File: config.mk
export PLATFORM = sky130hd
export DESIGN_NAME = debug_uart_flat
export DESIGN_NICKNAME = d
export VERILOG_FILES = /design/src/rtl/debug_uart_pkg.sv /design/src/rtl/debug_uart_if.sv /design/src/rtl/debug_uart.sv /design/src/flat_wrapper.sv
export SDC_FILE = /design/constraint.sdc
export NUM_CORES = 1
export LEC_CHECK = 0
export ABC_AREA = 0
export CAP_MARGIN = 10
export CORE_ASPECT_RATIO = 2
export CORE_MARGIN = 2
export CORE_UTILIZATION = 48
export DETAILED_ROUTE_END_ITERATION = 10
export PLACE_DENSITY = 0.8
export SLEW_MARGIN = 25
export SYNTH_ARGS = -nofsm -noshare
export SYNTH_HDL_FRONTEND = slang
export SYNTH_SLANG_ARGS = --single-unit
File: constraint.sdc
create_clock -name clk -period 2.2 [get_ports clk]
set_clock_uncertainty 0.05 [all_clocks]
set_input_delay 0.66 -clock clk [delete_from_list [all_inputs] [get_ports clk]]
set_output_delay 0.66 -clock clk [all_outputs]
set_load 0.1 [all_outputs]
File: src/rtl/debug_uart_pkg.sv
// debug_uart_pkg: opcodes, FSM state encoding and address step for the debug UART.
package debug_uart_pkg;

    localparam logic [7:0] OP_SET_ADDR = 8'h10;
    localparam logic [7:0] OP_SET_DATA = 8'h20;
    localparam logic [7:0] OP_WR_WORD  = 8'h30;
    localparam logic [7:0] OP_WR_HI    = 8'h31;
    localparam logic [7:0] OP_WR_LO    = 8'h32;
    localparam logic [7:0] OP_RD_WORD  = 8'h40;
    localparam logic [7:0] OP_RD_LO    = 8'h41;
    localparam logic [7:0] OP_STATUS   = 8'h50;
    localparam logic [7:0] OP_ATTACH   = 8'h60;
    localparam logic [7:0] OP_DETACH   = 8'h61;

    localparam logic [15:0] ADDR_INC = 16'd2;

    typedef enum logic [2:0] {
        IDLE,
        ARG_HI,
        ARG_LO,
        WRITE,
        READ1,
        READ2,
        SEND
    } state_t;

endpackage

File: src/rtl/debug_uart_if.sv
// debug_uart_if: UART byte strobes plus the debug memory-bus signals.
// master = the debug UART controller, slave = the UART/memory side.
interface debug_uart_if;
    logic        dix;
    logic [7:0]  id;
    logic        dox;
    logic [7:0]  od;
    logic        csu;
    logic [15:0] addr;
    logic        r;
    logic [1:0]  w;
    logic [15:0] din;
    logic [15:0] dout;
    logic [7:0]  status;

    modport master (
        input  dix, id, din, status,
        output dox, od, csu, addr, r, w, dout
    );

    modport slave (
        output dix, id, din, status,
        input  dox, od, csu, addr, r, w, dout
    );
endinterface

File: src/rtl/debug_uart.sv
// debug_uart: byte-oriented debug protocol that drives the memory bus.
// Optional macro DBG_AUTOINC_EN: addr advances by 2 after each write and each 0x41.
module debug_uart
    import debug_uart_pkg::*;
(
    input logic          clk,
    input logic          nreset,
    debug_uart_if.master bus
);

    state_t      state;
    state_t      state_next;
    logic [15:0] addr;
    logic [15:0] dout;
    logic [15:0] latch;
    logic [7:0]  od;
    logic [7:0]  arg_hi;
    logic        arg_sel;
    logic [1:0]  wsel;
    logic        attach;
    logic        dox;
    logic        csu;
    logic        r;
    logic [1:0]  w;

    assign bus.dox  = dox;
    assign bus.od   = od;
    assign bus.csu  = csu;
    assign bus.addr = addr;
    assign bus.r    = r;
    assign bus.w    = w;
    assign bus.dout = dout;

    // State register; reset aborts any argument, bus phase or pending send.
    always_ff @(posedge clk or negedge nreset) begin
        if (!nreset) state <= IDLE;
        else         state <= state_next;
    end

    // Next-state decode; bytes arriving in bus or send states are dropped.
    always_comb begin
        state_next = state;
        case (state)
            IDLE: begin
                if (bus.dix) begin
                    case (bus.id)
                        OP_SET_ADDR, OP_SET_DATA:        state_next = ARG_HI;
                        OP_WR_WORD, OP_WR_HI, OP_WR_LO:  state_next = WRITE;
                        OP_RD_WORD:                      state_next = READ1;
                        OP_RD_LO, OP_STATUS:             state_next = SEND;
                        default:                         state_next = IDLE;
                    endcase
                end
            end
            ARG_HI:  if (bus.dix) state_next = ARG_LO;
            ARG_LO:  if (bus.dix) state_next = IDLE;
            WRITE:   state_next = IDLE;
            READ1:   state_next = READ2;
            READ2:   state_next = SEND;
            SEND:    state_next = IDLE;
            default: state_next = IDLE;
        endcase
    end

    // Strobes are pure functions of state so r and w can never overlap.
    always_comb begin
        dox = (state == SEND);
        r   = (state == READ1) || (state == READ2);
        w   = (state == WRITE) ? wsel : 2'b00;
        csu = attach || r || (state == WRITE);
    end

    // Datapath registers: address/data loading, read latch, response byte, attach flag.
    always_ff @(posedge clk or negedge nreset) begin
        if (!nreset) begin
            addr    <= '0;
            dout    <= '0;
            latch   <= '0;
            od      <= '0;
            arg_hi  <= '0;
            arg_sel <= 1'b0;
            wsel    <= 2'b00;
            attach  <= 1'b0;
        end else begin
            case (state)
                IDLE: begin
                    if (bus.dix) begin
                        case (bus.id)
                            OP_SET_ADDR: arg_sel <= 1'b0;
                            OP_SET_DATA: arg_sel <= 1'b1;
                            OP_WR_WORD:  wsel    <= 2'b11;
                            OP_WR_HI:    wsel    <= 2'b10;
                            OP_WR_LO:    wsel    <= 2'b01;
                            OP_RD_LO: begin
                                od <= latch[7:0];
`ifdef DBG_AUTOINC_EN
                                addr <= addr + ADDR_INC;
`else
                                addr <= addr;
`endif
                            end
                            OP_STATUS:   od      <= bus.status;
                            OP_ATTACH:   attach  <= 1'b1;
                            OP_DETACH:   attach  <= 1'b0;
                            default:     attach  <= attach;
                        endcase
                    end
                end
                ARG_HI: begin
                    if (bus.dix) arg_hi <= bus.id;
                end
                ARG_LO: begin
                    if (bus.dix) begin
                        if (arg_sel) dout <= {arg_hi, bus.id};
                        else         addr <= {arg_hi, bus.id};
                    end
                end
                WRITE: begin
`ifdef DBG_AUTOINC_EN
                    addr <= addr + ADDR_INC;
`else
                    addr <= addr;
`endif
                end
                READ2: begin
                    latch <= bus.din;
                    od    <= bus.din[15:8];
                end
                default: begin
                    od <= od;
                end
            endcase
        end
    end

endmodule

File: src/flat_wrapper.sv
// flat-port wrapper written by rule: the top's interface ports become plain ports
module debug_uart_flat import debug_uart_pkg::*;
  (clk, nreset, bus_dix, bus_id, bus_din, bus_status, bus_dox, bus_od, bus_csu, bus_addr, bus_r, bus_w, bus_dout);
  debug_uart_if bus_i ();
  input logic clk;
  input logic nreset;
  input wire logic [$bits(bus_i.dix)-1:0] bus_dix;
  input wire logic [$bits(bus_i.id)-1:0] bus_id;
  input wire logic [$bits(bus_i.din)-1:0] bus_din;
  input wire logic [$bits(bus_i.status)-1:0] bus_status;
  output wire logic [$bits(bus_i.dox)-1:0] bus_dox;
  output wire logic [$bits(bus_i.od)-1:0] bus_od;
  output wire logic [$bits(bus_i.csu)-1:0] bus_csu;
  output wire logic [$bits(bus_i.addr)-1:0] bus_addr;
  output wire logic [$bits(bus_i.r)-1:0] bus_r;
  output wire logic [$bits(bus_i.w)-1:0] bus_w;
  output wire logic [$bits(bus_i.dout)-1:0] bus_dout;
  assign bus_i.dix = bus_dix;
  assign bus_i.id = bus_id;
  assign bus_i.din = bus_din;
  assign bus_i.status = bus_status;
  assign bus_dox = bus_i.dox;
  assign bus_od = bus_i.od;
  assign bus_csu = bus_i.csu;
  assign bus_addr = bus_i.addr;
  assign bus_r = bus_i.r;
  assign bus_w = bus_i.w;
  assign bus_dout = bus_i.dout;
  debug_uart u_core (.clk(clk), .nreset(nreset), .bus(bus_i));
endmodule
Word-level counts from Yosys, hierarchy flattened. Cells that the tools add are included.

Bits in latches: 0. Register bits: 63. Bits in read-only memories: 0. Output and inout port bits: 45. Memories: 0. Logic and storage cells: 61. RAM bits: 0. Bits of input ports: 35.

Order comparisons: 0. Bitwise logic cells: 1. Shifts and indexed selects: 0. Equal/unequal tests: 20. Multiply operators: 0. Divide/modulo/power cells: 0. Reduce and logical (&&, ||, !) cells: 19. $add $sub $neg: 0. Mux-type cells: 12.

Operator list (count): $eq 8x7->1 const B (5); $eq 8x6->1 const B (4); $pmux 8 s2 (2); $reduce_and 3->1 (7); $pmux 3 s5 (1); $pmux 3 s4 (1); $eq 3x3->1 const B (3); $mux 3 (3); $eq 8x5->1 const B (1); $mux 8 (1); $eq 3x2->1 const B (2); $ne 2x2->1 const B (3); $pmux 2 s3 (1); $reduce_bool 2->1 (3); $pmux 1 s2 (2); $reduce_or 2->1 (2); $eq 3x1->1 const B (1); $logic_not 3->1 (1); $logic_or 1x1->1 (3); $ne 3x3->1 const B (1); $reduce_bool 3->1 (1); $reduce_or 3->1 (1); $mux 2 (1); $reduce_and 2->1 (1); $not 1->1 (1).

Depth between registers and ports, before layout. Gate-level depths: netlist of the first run.

Word-level depth: 5. Mapped depth: 6. Mapped depth without buffers: 4.

Worst setup path before layout of the first run. No wires, ideal clock.

Path type: register -> output. Start point: register u_core.state[1]. End point: output port bus_csu. Cell stages (with the launch flop): 4. Slack: -1.229 ns. Data arrival time: 2.719 ns. Buffers on the path: 1. Data required time: 1.490 ns. Cells stage by stage: dfrtp_1 > clkbuf_1 > nor2_1 > or3_1.

Word-level cells in the longest chain between the ends: 4. Elaborated cells between the ends (all ways): 6. Classes of those cells: 3 x eq/ne; 3 x reduce/logical.

RTL lines: from (decl) (line debug_uart.sv:11) `state_t state;`; from (signal assigned) (line debug_uart.sv:37) `else state <= state_next;`; $eq 3x3->1 (line debug_uart.sv:68) `r = (state == READ1) || (state == READ2);`; $logic_or 1x1->1 * (line debug_uart.sv:68); net bus_r (line flat_wrapper.sv:15) `output wire logic [$bits(bus_i.r)-1:0] bus_r;`; $logic_or 1x1->1 * (2 in a row) (line debug_uart.sv:70) `csu = attach || r || (state == WRITE);`; to (decl) (line flat_wrapper.sv:13) `output wire logic [$bits(bus_i.csu)-1:0] bus_csu;`.

Mark *: on every way through the listed nets, which the timed path passes. The rest lies on a longest branch.

Worst setup path after layout of the first run.
Start point: register u_core.state[2]. End point: output port bus_csu.

Word-level cells in the longest chain between the ends: 4. Elaborated cells between the ends (all ways): 6. Classes of those cells: 3 x eq/ne; 3 x reduce/logical.

RTL lines (line): $eq 3x3->1 (debug_uart.sv:68); $logic_or 1x1->1 (debug_uart.sv:68); $logic_or 1x1->1 (debug_uart.sv:70); $logic_or 1x1->1 * (debug_uart.sv:70).

Every way passes the cells marked *; elsewhere a longest branch is shown, timed or not.

==> results of run 1 <==
per-stage QoR:
stage	instance area, um2	setup WS (ns)	hold WS, ns	power, uW	TNS, ns
floorplan	2900	-0.165	0.314	4060	-0.165
global placement	4370	-0.290	0.420	5490	-7.07
detailed placement	4370	-0.342	0.433	5580	-8.61
CTS	4690	0.0181	0.223	7030	0
global route	4750	-0.0101	0.253	7250	-0.0276
finish	4750	0.0337	0.216	7000	0
final timing paths:
kind / startpoint / to / slack [ns] / depth (start not counted)
max in group asynchronous: nreset / u_core.bus.od[0] / 1.15 / 2
min in group clk: u_core.latch[1] / u_core.latch[1] / 0.45 / 1
worst min-delay path: nreset / u_core.bus.dout[9] / 0.22 / 1
worst max register to register: u_core.state[2] / u_core.arg_hi[7] / 0.34 / 6
worst min register to register: u_core.latch[1] / u_core.latch[1] / 0.45 / 1
worst max-delay path: u_core.state[2] / bus_csu / 0.03 / 4
cell families after synthesis:
kind of cell	Yosys count	synth area share [%]
simple gates	53	11.5
mux	56	21.9
buf+inv	19	3.60
compound gates	38	8.03
flops	63	54.7
xor+xnor	1	0.304
layout by cell type, fill, tap and decap left out, drive strengths merged, types with 3 or more instances in the layout:
cell type,n
nor4,3
o21ai,15
mux2,56
nand2b,5
nand3,9
buf,79
a21oi,5
nor3b,3
dfrtp,63
nand2,5
a31oi,9
clkbuf,12
clkdlybuf4s50,32
nor2,14
flip-flops by register name, indices dropped and copies added (netlist names):
name,flops
u_core.bus.dout,16
u_core.bus.od,8
u_core.bus.addr,16
u_core.arg_sel,1
u_core.state,3
u_core.arg_hi,8
u_core.latch,8
u_core.attach,1
u_core.wsel,2
report_power, final:
group	internal, uW	switching (uW)	total (uW)
sequential	1570	375	1940
combinational	1390	2260	3650
clock	929	480	1410
total	3890	3110	7000
cell type report:
type / instances / area, um2
Timing Repair Buffer: 112 / 1520
Clock buffer: 12 / 256
Multi-Input combinational cell: 148 / 1260
Sequential cell: 63 / 1580
Inverter: 2 / 7.51
Tap cell: 63 / 78.8
Fill cell: 333 / 1160
Clock inverter: 3 / 42.5
repair_timing:
| action | in CTS | in global routing |
|---|---|---|
| cloned | 0 | 1 |
| setup endpoints to repair | 5 | 12 |
| buffers inserted | 0 | 2 |
| hold buffers | 0 | 0 |
| gates resized for setup | 6 | 9 |
| pin swaps | 0 | 3 |
per-layer routing:
| metal | vias to the layer above | GRT usage [%] | routed length [um] |
|---|---|---|---|
| li1 | 1053 | - | - |
| met1 | 1174 | 29.4 | 2720 |
| met2 | 82 | 40.9 | 4180 |
| met3 | 23 | 5.56 | 368 |
| met4 | 0 | 12.4 | 244 |
| met5 | - | 0 | 0 |
==> run summary, run 1 <==
====================================================================================================
Top post-synthesis cells by count ..................................................... sky130_fd_sc_hd__dfrtp_1, sky130_fd_sc_hd__mux2_1, sky130_fd_sc_hd__nor2_1, sky130_fd_sc_hd__o21ai_1
Type of destination of the critical path ..............................................   output pin
Required arrival time at the worst endpoint ...........................................      1.49 ns
TritonCTS clock tree ..................................................................        built
Sinks on Clock Net ....................................................................           63
Max-slew violation count ..............................................................            0
Asr flop ratio synth ..................................................................         100%
# Max-Cap Violations ..................................................................            0
Net count after synthesis .............................................................          265
Fraction of final layout cells sized beyond drive strength 1 ..........................        34.4%
Tightest Pin Transition ...............................................................     0.428 ns
1st-iter DRT viols ....................................................................           68
Via/cell ratio ........................................................................         5.79
Total of buffers placed on input and output ports .....................................           79
Area of the core ......................................................................  0.00591 mm2
Cell family contributing the most delay on the critical path .......................... simple AND/OR/NAND/NOR gates
Ys flop type .......................................................................... sky130_fd_sc_hd__dfrtp_1
Final Hold Vio Count ..................................................................            0
Power density cells ...................................................................  1470 mW/mm2
Slew headroom .........................................................................        71.5%
Run status ............................................................................ finished, violations left
Violated checks ....................................................................... design-rule violations
Critical path's largest stage delay ...................................................      0.35 ns
Placed Instances ......................................................................          385
Overall via count from detail_route ...................................................         2332
Grt ovf ...............................................................................            0
Synthesized netlist cell count ........................................................          230
Total standard cell area after synthesis ..............................................  0.00288 mm2
Placer Congestion .....................................................................        0.854
Start-to-end type of the worst setup path .............................................   reg -> out
Global-route wire length before repair ................................................     12300 um
Share of Yosys cell area claimed by the top area cell type ............................        54.7%
Kind of start point of the critical path ..............................................    flip-flop
HP Class ..............................................................................  in -> async
Top-level I/O count ...................................................................           80
Slowest-stage cell, CP ................................................................ sky130_fd_sc_hd__dfrtp_1
Yosys synthesis warning count .........................................................            0
Fraction of the core area covered by cells at the end of the flow .....................        80.4%
Number of storage elements in the synthesis netlist ...................................           63
Portion of the post-synthesis area used by sequential elements ........................        54.7%
Clock-pin slew reported for the worst setup and hold paths after clock tree synthesis .      0.05 ns
Area growth, synth to finish ..........................................................        64.6%
Width of the die ......................................................................      58.8 um
Unique masters post-synth .............................................................           41
Leakage dissipation ...................................................................   0.00210 uW
Count of final setup violators ........................................................            0
Number of synthesized flops with an enable pin ........................................            0
ANT cells .............................................................................            0
Data arrival at the endpoint of the critical path .....................................      1.46 ns
Largest fanout on the critical path ...................................................            4
Maximum number of pins on one net before global-route repair ..........................           31
Most repeated cell in the gate-level netlist after synthesis .......................... sky130_fd_sc_hd__dfrtp_1
CTS max path bufs .....................................................................            2
Remaining antenna violation count after routing .......................................            0
Total routing usage reported by global routing ........................................        24.7%
Critical path buffers and inverters ...................................................            2
Final-stage net count .................................................................          371
Library cell with the largest summed area after synthesis ............................. sky130_fd_sc_hd__dfrtp_1
Leading cell types by total area after synthesis ...................................... sky130_fd_sc_hd__dfrtp_1, sky130_fd_sc_hd__mux2_1, sky130_fd_sc_hd__mux2_2
CTS root buffer ....................................................................... sky130_fd_sc_hd__clkbuf_16
Half-perimeter wire length after placement ............................................      5430 um
Row Count .............................................................................           40
Final Instance Count excl. Fillers ....................................................          403
Vias in the first global route ........................................................         2520
Maximum clock frequency ...............................................................    0.462 GHz
Die Y-Extent ..........................................................................       114 um
Initial antenna violation count .......................................................            0
Final critical-path required period ...................................................      2.17 ns
First drt pass iteration count ........................................................            8
Drt wl/cell ...........................................................................      18.6 um
Worst skew pair latency ...............................................................      0.33 ns
Effective utilization at floorplan ....................................................        48.8%
Area enclosed by the die boundary .....................................................  0.00668 mm2
Cts bufs inserted .....................................................................            9
Final clock period utilization by the worst path ......................................        98.5%
Peak ir drop on the vdd network .......................................................      1.03 mV
Clock H-tree levels ...................................................................            3
Total DRC errors in the routed layout .................................................            5
Critical Path, Cell by Cell ........................................................... inv_2 -> and3_4 -> or3_4 -> buf_12
DRT Wirelength ........................................................................      7510 um
Post-synthesis average cell area ......................................................     12.5 um2
====================================================================================================
No activity file was read; power rests on OpenSTA's default activity.
==> run 2, diff against run 1 <==
- CORE_UTILIZATION: 48 -> 43
- PLACE_DENSITY: 0.8 -> 0.76
- clock period: 2.2 -> 1.75 ns (I/O delays scaled with it)
==> run 2 against run 1 <==
Net effect:
- the run ends with negative setup slack left
- wire length is 37% higher
- clock power increased by 24%
- critical path depth rose by 3
- utilization increased by 2.2 points
- worst setup slack worse by 0.42 ns
- sequential share of layout area fell by 4.1 points
- largest cell class is now non-clock buffers
- hold slack worse by 0.19 ns
==> run summary, run 2 (synthesis results as in run 1) <==
====================================================================================================
Run status ............................................................................ finished, violations left   unchanged
Violated checks ....................................................................... negative setup slack   was design-rule violations
Slowest-stage cell, CP ................................................................ sky130_fd_sc_hd__dfrtp_2   was sky130_fd_sc_hd__dfrtp_1
Maximum clock frequency ...............................................................    0.468 GHz
Vias in the first global route ........................................................         2515   was 2520
Cts bufs inserted .....................................................................            9   unchanged
Remaining antenna violation count after routing .......................................            0   unchanged
Global-route wire length before repair ................................................     12700 um   was 12300 um
Tightest Pin Transition ...............................................................     0.421 ns   was 0.428 ns
Total of buffers placed on input and output ports .....................................           79   unchanged
RSZ-0062 raised after global routing ..................................................          yes
Area of the core ......................................................................  0.00657 mm2   was 0.00591 mm2
First drt pass iteration count ........................................................            4   was 8
TritonCTS clock tree ..................................................................        built   unchanged
Area enclosed by the die boundary .....................................................  0.00742 mm2   was 0.00668 mm2
Maximum number of pins on one net before global-route repair ..........................           37   was 31
Data arrival at the endpoint of the critical path .....................................      2.30 ns   was 1.46 ns
Via/cell ratio ........................................................................         5.54   was 5.79
Placer Congestion .....................................................................        0.828   was 0.854
Internal power ........................................................................      5420 uW   was 3890 uW
Fraction of the core area covered by cells at the end of the flow .....................        82.6%   was 80.4%
Count of final setup violators ........................................................           58   was 0
Final worst slack .....................................................................    -0.387 ns   was 0.0337 ns
Worst skew pair latency ...............................................................      0.33 ns   about the same
Most frequent cells in the layout ..................................................... sky130_fd_sc_hd__dfrtp_1, sky130_fd_sc_hd__buf_12, sky130_fd_sc_hd__mux2_4, sky130_fd_sc_hd__buf_4, sky130_fd_sc_hd__clkdlybuf4s50_1   was sky130_fd_sc_hd__dfrtp_1, sky130_fd_sc_hd__mux2_1, sky130_fd_sc_hd__buf_12, sky130_fd_sc_hd__clkdlybuf4s50_1, sky130_fd_sc_hd__buf_4
Sequential cell area ..................................................................  0.00158 mm2   about the same
Overall via count from detail_route ...................................................         2469   was 2332
Fraction of final layout cells sized beyond drive strength 1 ..........................        59.2%   was 34.4%
Power density cells ...................................................................  1780 mW/mm2   was 1470 mW/mm2
Sinks on Clock Net ....................................................................           63   unchanged
Registers with the highest flip-flop counts ........................................... u_core.bus.addr x16, u_core.bus.dout x16   unchanged
Part of the total power dissipated in the clock network ...............................        18.1%   was 20.1%
Peak ir drop on the vdd network .......................................................      1.57 mV   was 1.03 mV
Final Instance Count excl. Fillers ....................................................          446   was 403
Critical path buffers and inverters ...................................................            5   was 2
Final-stage net count .................................................................          388   was 371
Setup TNS .............................................................................     -8.75 ns   was 0 ns
1st-iter DRT viols ....................................................................          146   was 68
Final clock period utilization by the worst path ......................................         122%
Cell repeated most along the worst path ............................................... sky130_fd_sc_hd__buf_6
Clock H-tree levels ...................................................................            3   unchanged
Multi-input gate area in the final layout .............................................  0.00168 mm2   was 0.00126 mm2
Start-to-end type of the worst setup path .............................................   reg -> reg   was reg -> out
Drt wl/cell ...........................................................................      23.0 um   was 18.6 um
Final critical-path required period ...................................................      2.14 ns
Final Hold Vio Count ..................................................................            0   unchanged
Critical Path, Cell by Cell ........................................................... buf_4 -> buf_6 -> buf_6 -> nand3b_1 -> buf_6 -> clkbuf_16 -> mux2_4   was inv_2 -> and3_4 -> or3_4 -> buf_12
Worst hold slack ......................................................................    0.0210 ns   was 0.216 ns
CTS root buffer ....................................................................... sky130_fd_sc_hd__clkbuf_16   unchanged
Cell family contributing the most delay on the critical path .......................... buffers and inverters   was simple AND/OR/NAND/NOR gates
Number of buffers added to fix hold violations after cts ..............................            0   unchanged
Comb power frac .......................................................................        56.0%   was 52.2%
HP Class ..............................................................................  in -> async   unchanged
Half-perimeter wire length after placement ............................................      5610 um   was 5430 um
ANT cells .............................................................................            0   unchanged
Critical path's largest stage delay ...................................................      0.45 ns   was 0.35 ns
Die Y-Extent ..........................................................................       120 um   was 114 um
Clock-pin slew reported for the worst setup and hold paths after clock tree synthesis .      0.05 ns   about the same
# Max-Cap Violations ..................................................................            0   unchanged
Switch share ..........................................................................        43.9%   was 44.5%
Max-slew violation count ..............................................................            0   unchanged
Effective utilization at floorplan ....................................................        43.9%   was 48.8%
Required arrival time at the worst endpoint ...........................................      1.91 ns   was 1.49 ns
Type of destination of the critical path ..............................................    flip-flop   was output pin
Total DRC errors in the routed layout .................................................            0   was 5
Initial antenna violation count .......................................................            0   unchanged
Slew headroom .........................................................................        71.8%   was 71.5%
Switching pwr .........................................................................      4240 uW   was 3110 uW
Total routing usage reported by global routing ........................................        23.7%   was 24.7%
Sequential fraction of design power ...................................................        25.9%   was 27.7%
Largest fanout on the critical path ...................................................           12   was 4
Total placed instance area ............................................................  0.00449 mm2   was 0.00437 mm2
Leakage dissipation ...................................................................   0.00245 uW   was 0.00210 uW
Area growth, synth to finish ..........................................................        88.1%   was 64.6%
Top-level I/O count ...................................................................           80   unchanged
Grt ovf ...............................................................................            0   unchanged
Commonest non-fill, non-tap cell in the layout ........................................ sky130_fd_sc_hd__dfrtp_1   unchanged
Placed Instances ......................................................................          415   was 385
Row Count .............................................................................           42   was 40
Width of the die ......................................................................      61.9 um   was 58.8 um
CTS max path bufs .....................................................................            2   unchanged
Kind of start point of the critical path ..............................................    flip-flop   unchanged
Post-route cell area ..................................................................  0.00542 mm2   was 0.00475 mm2
Number of filler cells placed in the layout ...........................................          301   was 333
DRT Wirelength ........................................................................     10300 um   was 7510 um
====================================================================================================
run 2: final timing paths:
kind	start	depth (start not counted)	slack, ns	end
setup reg to reg	u_core.state[1]	7	-0.39	u_core.latch[7]
max in group asynchronous	nreset	2	1.16	u_core.bus.addr[10]
hold reg to reg	u_core.latch[5]	1	0.46	u_core.latch[5]
hold / removal	nreset	1	0.02	u_core.bus.addr[0]
min in group clk	u_core.latch[5]	1	0.46	u_core.latch[5]
setup / recovery	u_core.state[1]	7	-0.39	u_core.latch[7]
run 2: final cells by class:
class | count | share of cell area [%]
Timing Repair Buffer | 129 | 32.4
Multi-Input combinational cell | 148 | 31.0
Sequential cell | 63 | 29.1
Clock buffer | 12 | 4.54
Tap cell | 88 | 2.03
Clock inverter | 4 | 0.830
Inverter | 2 | 0.138
run 2: per-stage QoR:
step / power, uW / worst slack [ns]
finish: 9660 / -0.387
global route: 9950 / -0.421
CTS: 8910 / -0.280
detailed placement: 7070 / -0.642
global placement: 6970 / -0.602
floorplan: 5140 / -0.266
run 2: what timing repair did:
item	4_1_cts	5_1_grt
buffers inserted	4	8
pin swaps	13	19
endpoints found under the setup margin	59	51
gates cloned	0	4
gates resized for setup	34	100
run 2: power by group through the flow:
stage	Clock, uW	Combinational, uW	Sequential, uW
after global routing	1840	5570	2540
after CTS	1750	4720	2440
final	1750	5410	2500
after detailed placement	0	4610	2450
after global placement	0	4540	2430
after floorplan	0	881	4260
run 2: routing by layer:
metal	up-vias	track usage [%]	part of all wire [%]
met3	28	5.39	5.1
met4	0	12.0	4.5
met1	1253	25.5	35
met2	104	40.9	55
met5	-	0	0
li1	1084	-	-
==> RTL edit (flow settings as in run 2) <==
Make the reset (`nreset`) synchronous in 2 clocked blocks.
--- a/src/rtl/debug_uart.sv
+++ b/src/rtl/debug_uart.sv
@@ -32,7 +32,7 @@
     assign bus.dout = dout;
 
     // State register; reset aborts any argument, bus phase or pending send.
-    always_ff @(posedge clk or negedge nreset) begin
+    always_ff @(posedge clk) begin
         if (!nreset) state <= IDLE;
         else         state <= state_next;
     end
@@ -71,7 +71,7 @@
     end
 
     // Datapath registers: address/data loading, read latch, response byte, attach flag.
-    always_ff @(posedge clk or negedge nreset) begin
+    always_ff @(posedge clk) begin
         if (!nreset) begin
             addr    <= '0;
             dout    <= '0;
Behaviour: differs if nreset is asserted again (counterexample within 4 cycles, from zero or initial values and one cycle with nreset low); with nreset held inactive, the same outputs for 4 cycles.
==> RTL edit against run 2 <==
- the flow still finishes with violations (negative setup slack)
- setup slack improved by 0.26 ns
- synthesized area decreased by 0.22%
- non-clock buffer count decreased by 8
- wire length decreased by 18%
- synthesized cell count increased by 31%
- fmax increased by 14%
- final area decreased by 9.9%
- sequential cell count unchanged
- critical path type is now flop to primary output
Power is not compared: it rests on default switching activity, and its combinational part moved more than twofold at a synthesized area within 25%.
==> RTL edit: results <==
group,metric,value,unit
layout,areaGrowthSynthToFinish,69.9,%
logic_synthesis,ys_seq_area_frac,0.438,
place,place_inst,478,
logic_synthesis,netlist_top_cells_area,"dfxtp_1, mux2i_1, nor2b_1",
detailed_routing,route.layer.met1.wl,2.96,mm
global_route,grtUsageTotal,0.235,
global_route,grt_pass1_vias,2842,
detailed_routing,post_drt_via_cell_ratio,5.28,
pwr,total_power,3.46,mW
logic_synthesis,syn-num-nets,337,
layout,final_layout_size_suffix_gt1_frac,0.340,
global_route,grt_util_met3,0.0366,
detailed_routing,highest_layer,"met4",
clock_network,cts_max_path_buffers,2,
detailed_routing,routed-wl-met2,4.84,mm
sta,tightest_slew,0.313,ns
logic_synthesis,synth_compound_area_frac,0.117,
sta,fin_ws,-0.122,ns
global_route,use_met1,0.241,
place,hpwl,5.74,mm
place,post_dp_cell_area,4450,sq um
sta,finalSetupTns,-0.317,ns
critical_path,crit_slowest_cell,"dfxtp_4",
logic_synthesis,async_reset_ff_frac,0,
logic_synthesis,synth_mux_area_frac,0.122,
critical_path,cp_top_family,"flip-flops",
clock_network,post-cts-setup-buffer-count,3,
sta,setup_violations,4,
status,status,"finished with violations",
logic_synthesis,synthTopCellsByCount,"dfxtp_1, nor2b_1, mux2i_1",
clock_network,clk_pin_slew,0.05,ns
critical_path,cp_max_fo,4,
layout,num-fill-cells,406,
detailed_routing,wl,8.39,mm
place,gp_congestion,0.862,
detailed_routing,drtIter0Drc,106,
detailed_routing,vias,2638,
logic_synthesis,avgSynthCellArea,9.53,sq um
critical_path,cp_data_arrival_time,1.30,ns
place,pre_cts_ws,-0.694,ns
min_path,holdCritPathClass,"flop to flop",
status,violations,"negative setup slack",
layout,nets,443,
logic_synthesis,ys_types,42,
detailed_routing,route.met3.wl,320,um
clock_network,cts.repair.resized,30,
global_route,grt_start_max_net_pins,29,
global_route,met2_usage,0.414,
logic_synthesis,synth_xor_xnor_area_share,0.00609,
global_route,grt_pass1_wl,13.0,mm
pwr,p_leak,1.87,nW
critical_path,max_stage_delay,0.34,ns
RTL edit: cell types whose count changed after synthesis, moves of 19 or more:
cell     change
dfxtp_1     +63
nand2_1     +22
dfrtp_1     -63
nand3_1     +19
nor2b_1     +36
mux2_1      -48
mux2i_1     +35
RTL edit: layout make-up:
type	count	share of cell area
tap	88	0.0225
multi-input combinational	212	0.327
sequential	63	0.260
timing repair buffer	121	0.329
clock buffer	12	0.0525
inverter	1	0.000768
clock inverter	3	0.00870
RTL edit: path summary, 6_finish.rpt:
path	start	endpoint	slack, ns	depth (start not counted)
max	u_core.state[0]$_SDFFE_PN0P_	bus_csu	-0.12	3
min	u_core.latch[2]$_SDFFE_PN0P_	u_core.latch[2]$_SDFFE_PN0P_	0.43	2
max reg2reg	u_core.state[2]$_SDFFE_PN0P_	u_core.bus.addr[10]$_SDFFE_PN0P_	0.04	6
min reg2reg	u_core.latch[2]$_SDFFE_PN0P_	u_core.latch[2]$_SDFFE_PN0P_	0.43	2
